[src/rtl/uart_rx_os.sv]
// uart_rx_os: 16x oversampled UART receiver with 3-sample majority voting,
// parity/framing/break detection and a valid/ready RX FIFO.
module uart_rx_os #(
   parameter int CLK_FREQ   = 50_000_000,
   parameter int BAUD_RATE  = 115200,
   parameter int DATA_BITS  = 8,
   parameter int PARITY     = 0,
   parameter int STOP_BITS  = 1,
   parameter int FIFO_DEPTH = 8
) (
   input  logic                          clk,
   input  logic                          rst_n,
   input  logic                          rx,
   output logic [DATA_BITS-1:0]          rx_data,
   output logic                          rx_perr,
   output logic                          rx_ferr,
   output logic                          rx_valid,
   input  logic                          rx_ready,
   output logic                          overrun,
   output logic                          break_det,
   output logic [$clog2(FIFO_DEPTH):0]   fifo_count
);

   localparam int OS_DIV = CLK_FREQ / (BAUD_RATE * 16);
   localparam int TW     = (OS_DIV > 1) ? $clog2(OS_DIV) : 1;
   localparam int AW     = $clog2(FIFO_DEPTH);
   localparam int CW     = AW + 1;
   localparam int WW     = DATA_BITS + 2;

   if (DATA_BITS < 5 || DATA_BITS > 9) begin : g_err_db
      $error("uart_rx_os: DATA_BITS must be 5..9");
   end
   if (PARITY < 0 || PARITY > 2) begin : g_err_par
      $error("uart_rx_os: PARITY must be 0, 1 or 2");
   end
   if (STOP_BITS != 1 && STOP_BITS != 2) begin : g_err_stop
      $error("uart_rx_os: STOP_BITS must be 1 or 2");
   end
   if (FIFO_DEPTH < 2 || (1 << AW) != FIFO_DEPTH) begin : g_err_fifo
      $error("uart_rx_os: FIFO_DEPTH must be a power of 2, >= 2");
   end
   if (OS_DIV < 1) begin : g_err_div
      $error("uart_rx_os: CLK_FREQ too low for 16x oversampling");
   end

   typedef enum logic [2:0] {
      S_IDLE, S_START, S_DATA, S_PAR, S_STOP, S_BRKWAIT
   } state_t;

   state_t               r_state;
   state_t               w_next;
   logic                 r_rx_m;
   logic                 r_rx_s;
   logic                 r_rx_p;
   logic [TW-1:0]        r_tick_cnt;
   logic [3:0]           r_smp;
   logic                 r_s7;
   logic                 r_s8;
   logic [3:0]           r_bit_idx;
   logic [DATA_BITS-1:0] r_shift;
   logic                 r_par_rx;
   logic                 r_ferr;
   logic                 r_push;
   logic [WW-1:0]        r_word;
   logic                 r_break_det;
   logic                 r_overrun;
   logic [WW-1:0]        r_mem [FIFO_DEPTH];
   logic [AW-1:0]        r_wr_ptr;
   logic [AW-1:0]        r_rd_ptr;
   logic [CW-1:0]        r_count;

   logic                 w_start;
   logic                 w_tick;
   logic                 w_s9;
   logic                 w_s15;
   logic                 w_maj;
   logic                 w_last_data;
   logic                 w_last_stop;
   logic                 w_perr;
   logic                 w_zero;
   logic                 w_push_req;
   logic                 w_brk_req;
   logic [WW-1:0]        w_word;
   logic                 w_pop;
   logic                 w_full;
   logic                 w_wr;

   assign w_start     = (r_state == S_IDLE) && r_rx_p && !r_rx_s;
   assign w_tick      = (r_tick_cnt == TW'(OS_DIV - 1));
   assign w_s9        = w_tick && (r_smp == 4'd9);
   assign w_s15       = w_tick && (r_smp == 4'd15);
   assign w_maj       = (r_s7 & r_s8) | (r_s7 & r_rx_s) | (r_s8 & r_rx_s);
   assign w_last_data = (r_bit_idx == 4'(DATA_BITS - 1));
   assign w_last_stop = (r_bit_idx == 4'(STOP_BITS - 1));
   assign w_perr      = (PARITY != 0) &&
                        (r_par_rx != ((^r_shift) ^ (PARITY == 1)));
   assign w_zero      = (r_shift == '0) && ((PARITY == 0) || !r_par_rx);

   // Two-flop synchroniser plus a delayed copy for falling-edge detection
   always_ff @(posedge clk or negedge rst_n) begin
      if (!rst_n) begin
         r_rx_m <= 1'b1;
         r_rx_s <= 1'b1;
         r_rx_p <= 1'b1;
      end else begin
         r_rx_m <= rx;
         r_rx_s <= r_rx_m;
         r_rx_p <= r_rx_s;
      end
   end

   // Oversampling tick and sample-index counters, realigned on a start edge
   always_ff @(posedge clk or negedge rst_n) begin
      if (!rst_n) begin
         r_tick_cnt <= '0;
         r_smp      <= '0;
      end else if (w_start) begin
         r_tick_cnt <= '0;
         r_smp      <= '0;
      end else if (w_tick) begin
         r_tick_cnt <= '0;
         r_smp      <= r_smp + 4'd1;
      end else begin
         r_tick_cnt <= r_tick_cnt + TW'(1);
      end
   end

   // Capture samples 7 and 8; sample 9 is taken live for the vote
   always_ff @(posedge clk or negedge rst_n) begin
      if (!rst_n) begin
         r_s7 <= 1'b1;
         r_s8 <= 1'b1;
      end else if (w_tick) begin
         if (r_smp == 4'd7) r_s7 <= r_rx_s;
         if (r_smp == 4'd8) r_s8 <= r_rx_s;
      end
   end

   // FSM state register
   always_ff @(posedge clk or negedge rst_n) begin
      if (!rst_n) r_state <= S_IDLE;
      else        r_state <= w_next;
   end

   // FSM next-state logic
   always_comb begin
      w_next = r_state;
      unique case (r_state)
         S_IDLE:    if (w_start) w_next = S_START;
         S_START: begin
            if (w_s9 && w_maj) w_next = S_IDLE;
            else if (w_s15)    w_next = S_DATA;
         end
         S_DATA: begin
            if (w_s15 && w_last_data)
               w_next = (PARITY != 0) ? S_PAR : S_STOP;
         end
         S_PAR:     if (w_s15) w_next = S_STOP;
         S_STOP: begin
            if (w_brk_req)       w_next = S_BRKWAIT;
            else if (w_push_req) w_next = S_IDLE;
         end
         S_BRKWAIT: if (r_rx_s) w_next = S_IDLE;
         default:   w_next = S_IDLE;
      endcase
   end

   // FSM outputs: frame completion or break at a stop-bit vote
   always_comb begin
      w_push_req = 1'b0;
      w_brk_req  = 1'b0;
      w_word     = {r_ferr | ~w_maj, w_perr, r_shift};
      if (r_state == S_STOP && w_s9) begin
         if (r_bit_idx == 4'd0 && w_zero && !w_maj) w_brk_req = 1'b1;
         else if (w_last_stop)                      w_push_req = 1'b1;
      end
   end

   // Frame datapath: bit index, LSB-first shifter, parity and stop flags
   always_ff @(posedge clk or negedge rst_n) begin
      if (!rst_n) begin
         r_bit_idx <= '0;
         r_shift   <= '0;
         r_par_rx  <= 1'b0;
         r_ferr    <= 1'b0;
      end else if (w_start) begin
         r_bit_idx <= '0;
         r_shift   <= '0;
         r_par_rx  <= 1'b0;
         r_ferr    <= 1'b0;
      end else begin
         unique case (r_state)
            S_DATA: begin
               if (w_s9)
                  r_shift <= {w_maj, r_shift[DATA_BITS-1:1]};
               if (w_s15)
                  r_bit_idx <= w_last_data ? 4'd0 : r_bit_idx + 4'd1;
            end
            S_PAR: if (w_s9) r_par_rx <= w_maj;
            S_STOP: begin
               if (w_s9 && !w_maj) r_ferr <= 1'b1;
               if (w_s15)          r_bit_idx <= r_bit_idx + 4'd1;
            end
            default: ;
         endcase
      end
   end

   // Register the completed word and the break pulse
   always_ff @(posedge clk or negedge rst_n) begin
      if (!rst_n) begin
         r_push      <= 1'b0;
         r_word      <= '0;
         r_break_det <= 1'b0;
      end else begin
         r_push      <= w_push_req;
         r_break_det <= w_brk_req;
         if (w_push_req) r_word <= w_word;
      end
   end

   assign w_pop  = rx_valid && rx_ready;
   assign w_full = (r_count == CW'(FIFO_DEPTH));
   assign w_wr   = r_push && (!w_full || w_pop);

   // FIFO storage; a full FIFO still accepts a push that coincides with a pop
   always_ff @(posedge clk) begin
      if (w_wr) r_mem[r_wr_ptr] <= r_word;
   end

   // FIFO pointers, occupancy and overrun pulse
   always_ff @(posedge clk or negedge rst_n) begin
      if (!rst_n) begin
         r_wr_ptr  <= '0;
         r_rd_ptr  <= '0;
         r_count   <= '0;
         r_overrun <= 1'b0;
      end else begin
         if (w_wr)  r_wr_ptr <= r_wr_ptr + AW'(1);
         if (w_pop) r_rd_ptr <= r_rd_ptr + AW'(1);
         r_count   <= r_count + CW'(w_wr) - CW'(w_pop);
         r_overrun <= r_push && w_full && !w_pop;
      end
   end

   assign rx_valid   = (r_count != '0);
   assign rx_data    = rx_valid ? r_mem[r_rd_ptr][DATA_BITS-1:0] : '0;
   assign rx_perr    = rx_valid && r_mem[r_rd_ptr][DATA_BITS];
   assign rx_ferr    = rx_valid && r_mem[r_rd_ptr][DATA_BITS+1];
   assign fifo_count = r_count;
   assign overrun    = r_overrun;
   assign break_det  = r_break_det;

endmodule

[config.mk]
export PLATFORM = sky130hd
export DESIGN_NAME = uart_rx_os
export DESIGN_NICKNAME = d
export VERILOG_FILES = /design/src/rtl/uart_rx_os.sv
export SDC_FILE = /design/constraint.sdc
export NUM_CORES = 1
export LEC_CHECK = 0
export CORE_MARGIN = 3
export CORE_UTILIZATION = 30
export CTS_CLUSTER_SIZE = 16
export DETAILED_ROUTE_END_ITERATION = 16
export PLACE_DENSITY = 0.54
export SETUP_SLACK_MARGIN = 0.1
export SYNTH_ARGS = -nofsm -noshare
export SYNTH_HDL_FRONTEND = slang
export SYNTH_SLANG_ARGS = --single-unit
[constraint.sdc]
create_clock -name clk -period 2.95 [get_ports clk]
set_input_delay 0.4425 -clock clk [delete_from_list [all_inputs] [get_ports clk]]
set_output_delay 0.4425 -clock clk [all_outputs]
set_load 0.01 [all_outputs]
# Word-level counts from Yosys, hierarchy flattened
# Memory sizes are Yosys's and may differ from the RTL's.
# Cells that the tools add are included.
# totals
mem_count,1
ff_bits,52
wordCells,122
ramBits,72
# classes
reduce_logical,37
addsub,7
n_eq_ne,20
n_mux,32
bitwise_logic,7
# memory_table
name,words,word_bits,rd,rd_clocked_by_memory_dff,write_ports,line_no,rtl
r_mem,8,9,1,0,1,67,logic [WW-1:0] r_mem [FIFO_DEPTH];
# op_table
operator,count
$mux W8,4
$mux W3,8
$mux W4,6
$pmux W3 S6,1
$eq A4 B4 Y1 const B,4
$logic_and A1 B1 Y1,15
$ne A3 B3 Y1 const B,4
$mux W1,10
$mux W5,2
$reduce_bool A2 Y1,5
$add A4 B1 Y4 const B,2
$eq A4 B3 Y1 const B,2
$logic_not A8 Y1,1
$ne A2 B2 Y1 const B,4
$pmux W4 S2,1
$reduce_and A2 Y1,4
$add A3 B1 Y3 const B,2
$eq A3 B2 Y1 const B,2
$eq A3 B3 Y1 const B,2
$reduce_and A6 Y1,1
$add A5 B1 Y5 const B,1
$eq A5 B5 Y1 const B,1
$add A4 B1 Y4,1
$logic_not A1 Y1,4
other kinds (12),16

# Logic depth before layout (Yosys ltp)
# Gate-level depths: netlist (run 1).
# logic_depth
word_depth,10
ltp_mapped,12

# Worst setup path before layout (run 1)
# OpenSTA, ideal clock, no wires.
# synth_path
path_type,reg-to-reg
startpoint,register r_count[2] (netlist: fifo_count[2])
endpoint,"memory r_mem[1][0] in the netlist's numbering, enable pin"
setup_slack_ns,0.533
t_arrival_ns,2.030
path_buffers,0
path_stages_with_launch,7
setup_time_ns,0.387
path_cell_list,dfrtp_1 inv_1 ha_1 nand2b_1 a31oi_1 nand2_1 nor3_1
# synth_via
elab_chain_len,6
elab_cells_between_ends,8
cone_classes,eq/ne: 1; mux: 2; reduce/logical: 5
# synth_rtl
element,line_no,rtl
from (decl),70,logic [CW-1:0] r_count;
from (signal assigned),241,r_count <= r_count + CW'(w_wr) - CW'(w_pop);
$eq A4 B4 Y1 or $reduce_bool A4 Y1 (tied branches),"223, 246",
$logic_not A1 Y1 or $logic_and A1 B1 Y1 (tied branches),"224, 222",
$logic_or A1 B1 Y1 (*),224,assign w_wr = r_push && (!w_full || w_pop);
$logic_and A1 B1 Y1 (*),224,
$mux W1 (*),228,if (w_wr) r_mem[r_wr_ptr] <= r_word;
$mux W1 (not written as such) (*),228,
to (decl),67,
# Mark *: on every way between the ends. The rest lies on a longest branch, timed or not.

# Worst setup path after layout (run 1)
# layout_path
startpoint,register r_rd_ptr[0]
endpoint,output rx_data[5]
# layout_via
elab_chain_len,2
# layout_rtl
element,line_no,rtl
from (decl),69,logic [AW-1:0] r_rd_ptr;
from (signal assigned),240,if (w_pop) r_rd_ptr <= r_rd_ptr + AW'(1);
$mem_v2 Z8 W9,--,
$mux W8,247,assign rx_data = rx_valid ? r_mem[r_rd_ptr][DATA_BITS-1:0] : '0;
to (decl),14,"output logic [DATA_BITS-1:0] rx_data,"
# No other way between the ends.

==> impl_metrics.tcl, run 1 <==
set metrics [dict create \
    vias_per_cell 4.58 \
    yosysMostFrequentCell "edfxtp_1" \
    hpwlAfterDp_um 6260 \
    drtAntennaViolNets 0 \
    endpoint_kind "output pin" \
    start_util 0.313 \
    yosysSeqAreaShare 0.658 \
    p_leak_nw 2.54 \
    grt.overflow.total 0 \
    cp.required_ns 2.51 \
    vdd_drop_max_v 0.000500 \
    slew_headroom 0.581 \
    place_ws_ns 0.653 \
    setup_tns_ns 0 \
    fin_crit_ns 2.69 \
    core_um2 16900 \
    yosysTopAreaCellShare 0.410 \
    grt_pass1_vias 2978 \
    placementRows 47 \
    ys_top_cells_by_count "72 x edfxtp_1, 49 x nor2_1, 47 x dfrtp_1, 19 x mux2i_1, 18 x mux4_2" \
    hp-class "in -> async" \
    arrival_ns 2.25 \
    htreeDepth 4 \
    grt_pass1_wl_um 16300 \
    finalCritPeriodShare 0.912 \
    die_area_um2 19200 \
    ys_async_sr_fraction 0.419 \
    cts_root_buf "clkbuf_16" \
    first_iter_violations 202 \
    max_cap_viol_count 0 \
    p_int_w 0.00393 \
    die_w_um 139 \
    finalWirelength_um 9530 \
    worst_hold_slack_ns 0.0535 \
    tightest_slew_ns 0.629 \
    yosysWarnings 0 \
    crit_fanout 20 \
    post_cts_buffers 0 \
    fmax_mhz 372 \
    grt_usage 0.108 \
    diodes 0 \
    die_h_um 139 \
    syn-cell-area_um2 5280 \
    clock_skew_ns 0.0104 \
    numPortBuffers 19 \
    status "finished, final reports clean" \
    synthDistinctLibCells 48 \
    power_density_nw_per_um2 844 \
    yosys-top-cells-area "edfxtp_1 41%, dfrtp_1 22%, mux4_2 7.7%, mux2i_1 3.6%, nor2_1 3.5%" \
    postSynthCellCount 351 \
    setup_viol 0 \
    cts_num_sinks 124 \
    postCtsHoldBufs 0 \
    sw_frac_of_total 0.272 \
    cts_buffers 17 \
    p_sw_w 0.00147 \
    clk_latency_ns 0.41 \
    worstSetupPathType "reg -> out" \
    nets 412 \
    num_vias 2869 \
    cts_tree "done" \
    ys_ff_latch 124 \
    post_cts_resized 0 \
    antenna_found_initial 0 \
    io_pins 21 \
    rsz0062_at_grt "no" \
    path_clk_slew_ns 0.06 \
    p_comb_frac 0.245 \
    yosysTopAreaCell "edfxtp_1" \
    drive_above_1_share 0.204 \
    synth_nets 370 \
    avgRoutedWirePerCell_um 15.2 \
    fin_ws_ns 0.258 \
    drc 0 \
    grt_max_degree 29 \
    pwr-share-clk 0.378 \
    clock_path_buffers 2 \
    routabilityCongestion 0.789 \
    synth-edff-count 72 \
    nFillCells 1557 \
    cp-start-kind "flip-flop" \
    final_hold_viol_count 0 \
    dr.pass1.iters 4 \
    drv_slew 0 \
    area_delta_synth_final_pct 21.3 \
    seqPwrFrac 0.377 \
    synth_ff_type "edfxtp_1" \
    syn_area_per_cell_um2 15.0 \
]
power groups by stage:
stage	Combinational, W	Clock [W]	Sequential, W
3_3_place_gp	0.00133	0	0.00207
5_1_grt	0.00148	0.00219	0.00206
6_report	0.00132	0.00204	0.00204
3_5_place_dp	0.00135	0	0.00208
4_1_cts	0.00136	0.00210	0.00204
2_1_floorplan	0.000887	0	0.00203
sequential cells by signal (all words and copies together) (netlist names), 4 cells and up:
| name | flops |
|---|---|
| r_bit_idx | 4 |
| r_shift | 8 |
| r_smp | 4 |
| r_word | 9 |
| r_mem | 72 |
| r_tick_cnt | 5 |
| fifo_count | 4 |
cell usage in the layout, fill, tap and decap left out, types with 3 or more instances in the layout:
| master | n |
|---|---|
| nor2_1 | 49 |
| dfrtp_1 | 47 |
| xnor2_1 | 5 |
| inv_6 | 5 |
| mux2i_1 | 19 |
| inv_1 | 11 |
| a21oi_1 | 6 |
| a21o_1 | 3 |
| clkinv_4 | 3 |
| buf_4 | 15 |
| nand2_1 | 17 |
| clkdlybuf4s50_1 | 18 |
| clkbuf_16 | 17 |
| mux2_1 | 7 |
| a31oi_1 | 4 |
| mux4_2 | 18 |
| xor2_1 | 8 |
| nor3_1 | 3 |
| nand3_1 | 8 |
| edfxtp_1 | 72 |
| ha_1 | 14 |
| nand2b_1 | 7 |
| mux2_2 | 5 |
| dfstp_2 | 5 |
worst max-delay path: stages, from the launching register on:
cell,delay (ns)
dfrtp_1,0.37
buf_12,0.21
mux4_2,0.52
mux2i_1,0.20
nor2_1,0.07
clkdlybuf4s50_1,0.47
area by class of cell:
| type | count | area (µm²) | area share |
|---|---|---|---|
| inverters | 11 | 41.3 | 0.00645 |
| flip-flops and latches | 124 | 3470 | 0.542 |
| multi-input cells | 204 | 1710 | 0.267 |
| clock buffers | 18 | 429 | 0.0670 |
| well taps | 220 | 275 | 0.0430 |
| clock inverters | 14 | 160 | 0.0250 |
| repair buffers | 35 | 318 | 0.0496 |
per-stage QoR:
| stage | total power (W) | cells | util | instance area (µm²) |
|---|---|---|---|---|
| floorplan | 0.00292 | 351 | - | 5280 |
| global placement | 0.00340 | 594 | 0.344 | 5810 |
| detailed placement | 0.00343 | 594 | 0.344 | 5810 |
| CTS | 0.00550 | 626 | 0.379 | 6400 |
| global route | 0.00573 | 626 | 0.379 | 6400 |
| finish | 0.00540 | 626 | 0.379 | 6400 |
final timing paths:
path                       depth (start not counted)  slack (ns)                      end               startpoint
min in group clk                                   0        0.36         r_rx_s$_DFF_PN1_         r_rx_m$_DFF_PN1_
hold reg to reg                                    0        0.36         r_rx_s$_DFF_PN1_         r_rx_m$_DFF_PN1_
setup reg to reg                                  11        0.72  fifo_count[2]$_DFF_PN0_  fifo_count[2]$_DFF_PN0_
max in group asynchronous                          2        2.06         r_rx_p$_DFF_PN1_                    rst_n
hold / removal                                     1        0.05    r_word[0]$_DFFE_PN0P_                    rst_n
setup / recovery                                   5        0.26               rx_data[5]  r_rd_ptr[0]$_DFFE_PN0N_
cell families after synthesis:
logic type	Yosys count	share of synthesized area
xor gates and xnor gates	13	0.0216
DFF	124	0.658
other	1	0.000711
buffers and inverters	23	0.0185
muxes	49	0.138
and+or+nand+nor	105	0.0996
AOI/OAI and AO/OA	20	0.0244
adders and majority gates	16	0.0391
routing by layer:
layer | GRT usage | wire, µm | part of all wire | up-vias
met3 | 0.0366 | 406 | 0.043 | 10
met5 | 0 | 0 | 0 | -
met1 | 0.139 | 4470 | 0.47 | 1439
met4 | 0.0402 | 111 | 0.012 | 0
li1 | - | - | - | 1376
met2 | 0.172 | 4540 | 0.48 | 44
(Power assumes the default switching activity.)
==> run 2, diff against run 1 <==
CTS_CLUSTER_SIZE = 14   (was 16)
SLEW_MARGIN = 15   (was not set)
clock period = 3.2 ns   (was 2.95 ns; I/O delays follow)
==> run 2 against run 1 <==
Compared with the run above: final area fell by 0.61%; combinational power fell by 9%; die area did not move; first-iteration DRC count fell by 17%; via count fell by 1.3%; non-clock buffer count fell by 2; clock skew fell by 0.0039 ns; global-route usage fell by 0.33 points; worst hold slack improved by 0.12 ns; flip-flop and latch count did not move; critical path depth did not move.
==> impl_metrics.tcl, run 2 (same netlist as run 1, synthesis figures left out) <==
set metrics [dict create \
    first_iter_violations 167 \
    tightest_slew_ns 0.823 \
    p_leak_nw 2.52 \
    slowest_stage "mux4_2" \
    power_density_nw_per_um2 778 \
    clock_path_buffers 2 \
    dr.pass1.iters 4 \
    numPortBuffers 19 \
    setup_viol 0 \
    max_cap_viol_count 0 \
    fin_crit_ns 2.84 \
    fmax_mhz 352 \
    core_um2 16900 \
    worst_hold_slack_ns 0.173 \
    grt_max_degree 37 \
    worstSetupPathType "reg -> out" \
    area_delta_synth_final_pct 20.6 \
    drtAntennaViolNets 0 \
    cp.required_ns 2.72 \
    post_cts_resized 0 \
    nets 410 \
    io_pins 21 \
    cts_root_buf "clkbuf_16" \
    reg.largest.list "r_mem (72), r_word (9), r_shift (8)" \
    grt_usage 0.105 \
    crit_chain "buf_4 > mux4_2 > mux2i_1 > nor2_1 > clkdlybuf4s50_1" \
    cts_tree "done" \
    finalCritPeriodShare 0.888 \
    setup_tns_ns 0 \
    path_clk_slew_ns 0.05 \
    cp-start-kind "flip-flop" \
    clk_latency_ns 0.41 \
    endpoint_kind "output pin" \
    placementRows 47 \
    arrival_ns 2.36 \
    rsz0062_at_grt "no" \
    final_hold_viol_count 0 \
    grt_pass1_vias 2973 \
    postCtsHoldBufs 0 \
    hp-class "in -> async" \
    die_w_um 139 \
    routabilityCongestion 0.707 \
    reg2regPathDepth 8 \
    post_cts_buffers 0 \
    clock_skew_ns 0.00651 \
    drv_slew 0 \
    grt_pass1_wl_um 15700 \
    crit_fanout 20 \
    vias_per_cell 4.55 \
    finalWirelength_um 9270 \
    num_vias 2831 \
    avgRoutedWirePerCell_um 14.9 \
    start_util 0.313 \
    crit_path_max_incr_delay_ns 0.59 \
    slew_headroom 0.452 \
    diodes 0 \
    die_area_um2 19200 \
    largest_reg_flops 72 \
    htreeDepth 4 \
    cts_buffers 17 \
    layout_common_cells "72 x edfxtp_1, 49 x nor2_1, 47 x dfrtp_1" \
    antenna_found_initial 0 \
    drive_above_1_share 0.194 \
    hpwlAfterDp_um 6170 \
    final_common_cell "edfxtp_1" \
    grt.overflow.total 0 \
    drc 0 \
    cts_num_sinks 124 \
    vdd_drop_max_v 0.000381 \
    status "finished, final reports clean" \
    die_h_um 139 \
    max_flop_register "r_mem" \
]
-- run 2: cell types whose count changed in the layout (fill, tap and decap cells not counted), sizes merged --
cell    change
inv         -5
buf         -2
clkinv      +2
bufinv      +1
-- run 2: worst paths after layout --
path / start / end / slack (ns)
setup / recovery: r_rd_ptr[0]$_DFFE_PN0N_ / rx_data[0] / 0.36
hold / removal: rst_n / r_bit_idx[2]$_DFFE_PN0P_ / 0.17
setup reg to reg: fifo_count[1]$_DFF_PN0_ / fifo_count[2]$_DFF_PN0_ / 0.87
hold reg to reg: r_rx_m$_DFF_PN1_ / r_rx_s$_DFF_PN1_ / 0.36
max in group asynchronous: rst_n / r_rd_ptr[0]$_DFFE_PN0N_ / 2.28
min in group clk: r_rx_m$_DFF_PN1_ / r_rx_s$_DFF_PN1_ / 0.36
-- run 2: power by group --
part	internal (W)	switching [W]	total, W
sequential	0.00177	0.000108	0.00188
combinational	0.000672	0.000526	0.00120
clock	0.00121	0.000667	0.00188
total	0.00365	0.00130	0.00495
-- run 2: stage by stage --
step	setup slack (ns)	utilization	instance area, µm²	power, W	std cells
floorplan	0.783	-	5280	0.00269	351
global placement	0.701	0.343	5790	0.00311	592
detailed placement	0.689	0.343	5790	0.00313	592
CTS	0.299	0.377	6360	0.00502	622
global route	0.190	0.377	6360	0.00522	622
finish	0.358	0.377	6360	0.00495	622
-- run 2: worst max-delay path: cells and delay by family (launching register included) --
kind / cells / cell delay [ns]
buffers and inverters: 2 / 0.84
DFF: 1 / 0.32
muxes: 2 / 0.73
and+or+nand+nor: 1 / 0.05
-- run 2: final cells by class --
class / count / area [µm²]
well taps: 220 / 275
inverters: 11 / 41.3
repair buffers: 33 / 290
multi-input cells: 204 / 1710
fillers: 1575 / 10500
clock inverters: 12 / 149
flip-flops and latches: 124 / 3470
clock buffers: 18 / 429
-- run 2: metal layers --
layer | vias up | GRT usage | part of all wire
met4 | 0 | 0.0371 | 0.0061
li1 | 1367 | - | -
met3 | 4 | 0.0393 | 0.043
met1 | 1414 | 0.134 | 0.48
met5 | - | 0 | 0
met2 | 46 | 0.165 | 0.48
==> run 3, diff against run 2 <==
CAP_MARGIN = 15   (was not set)
==> results of run 3 <==
The final DEF is identical to that of run 2; final timing and power are the same.
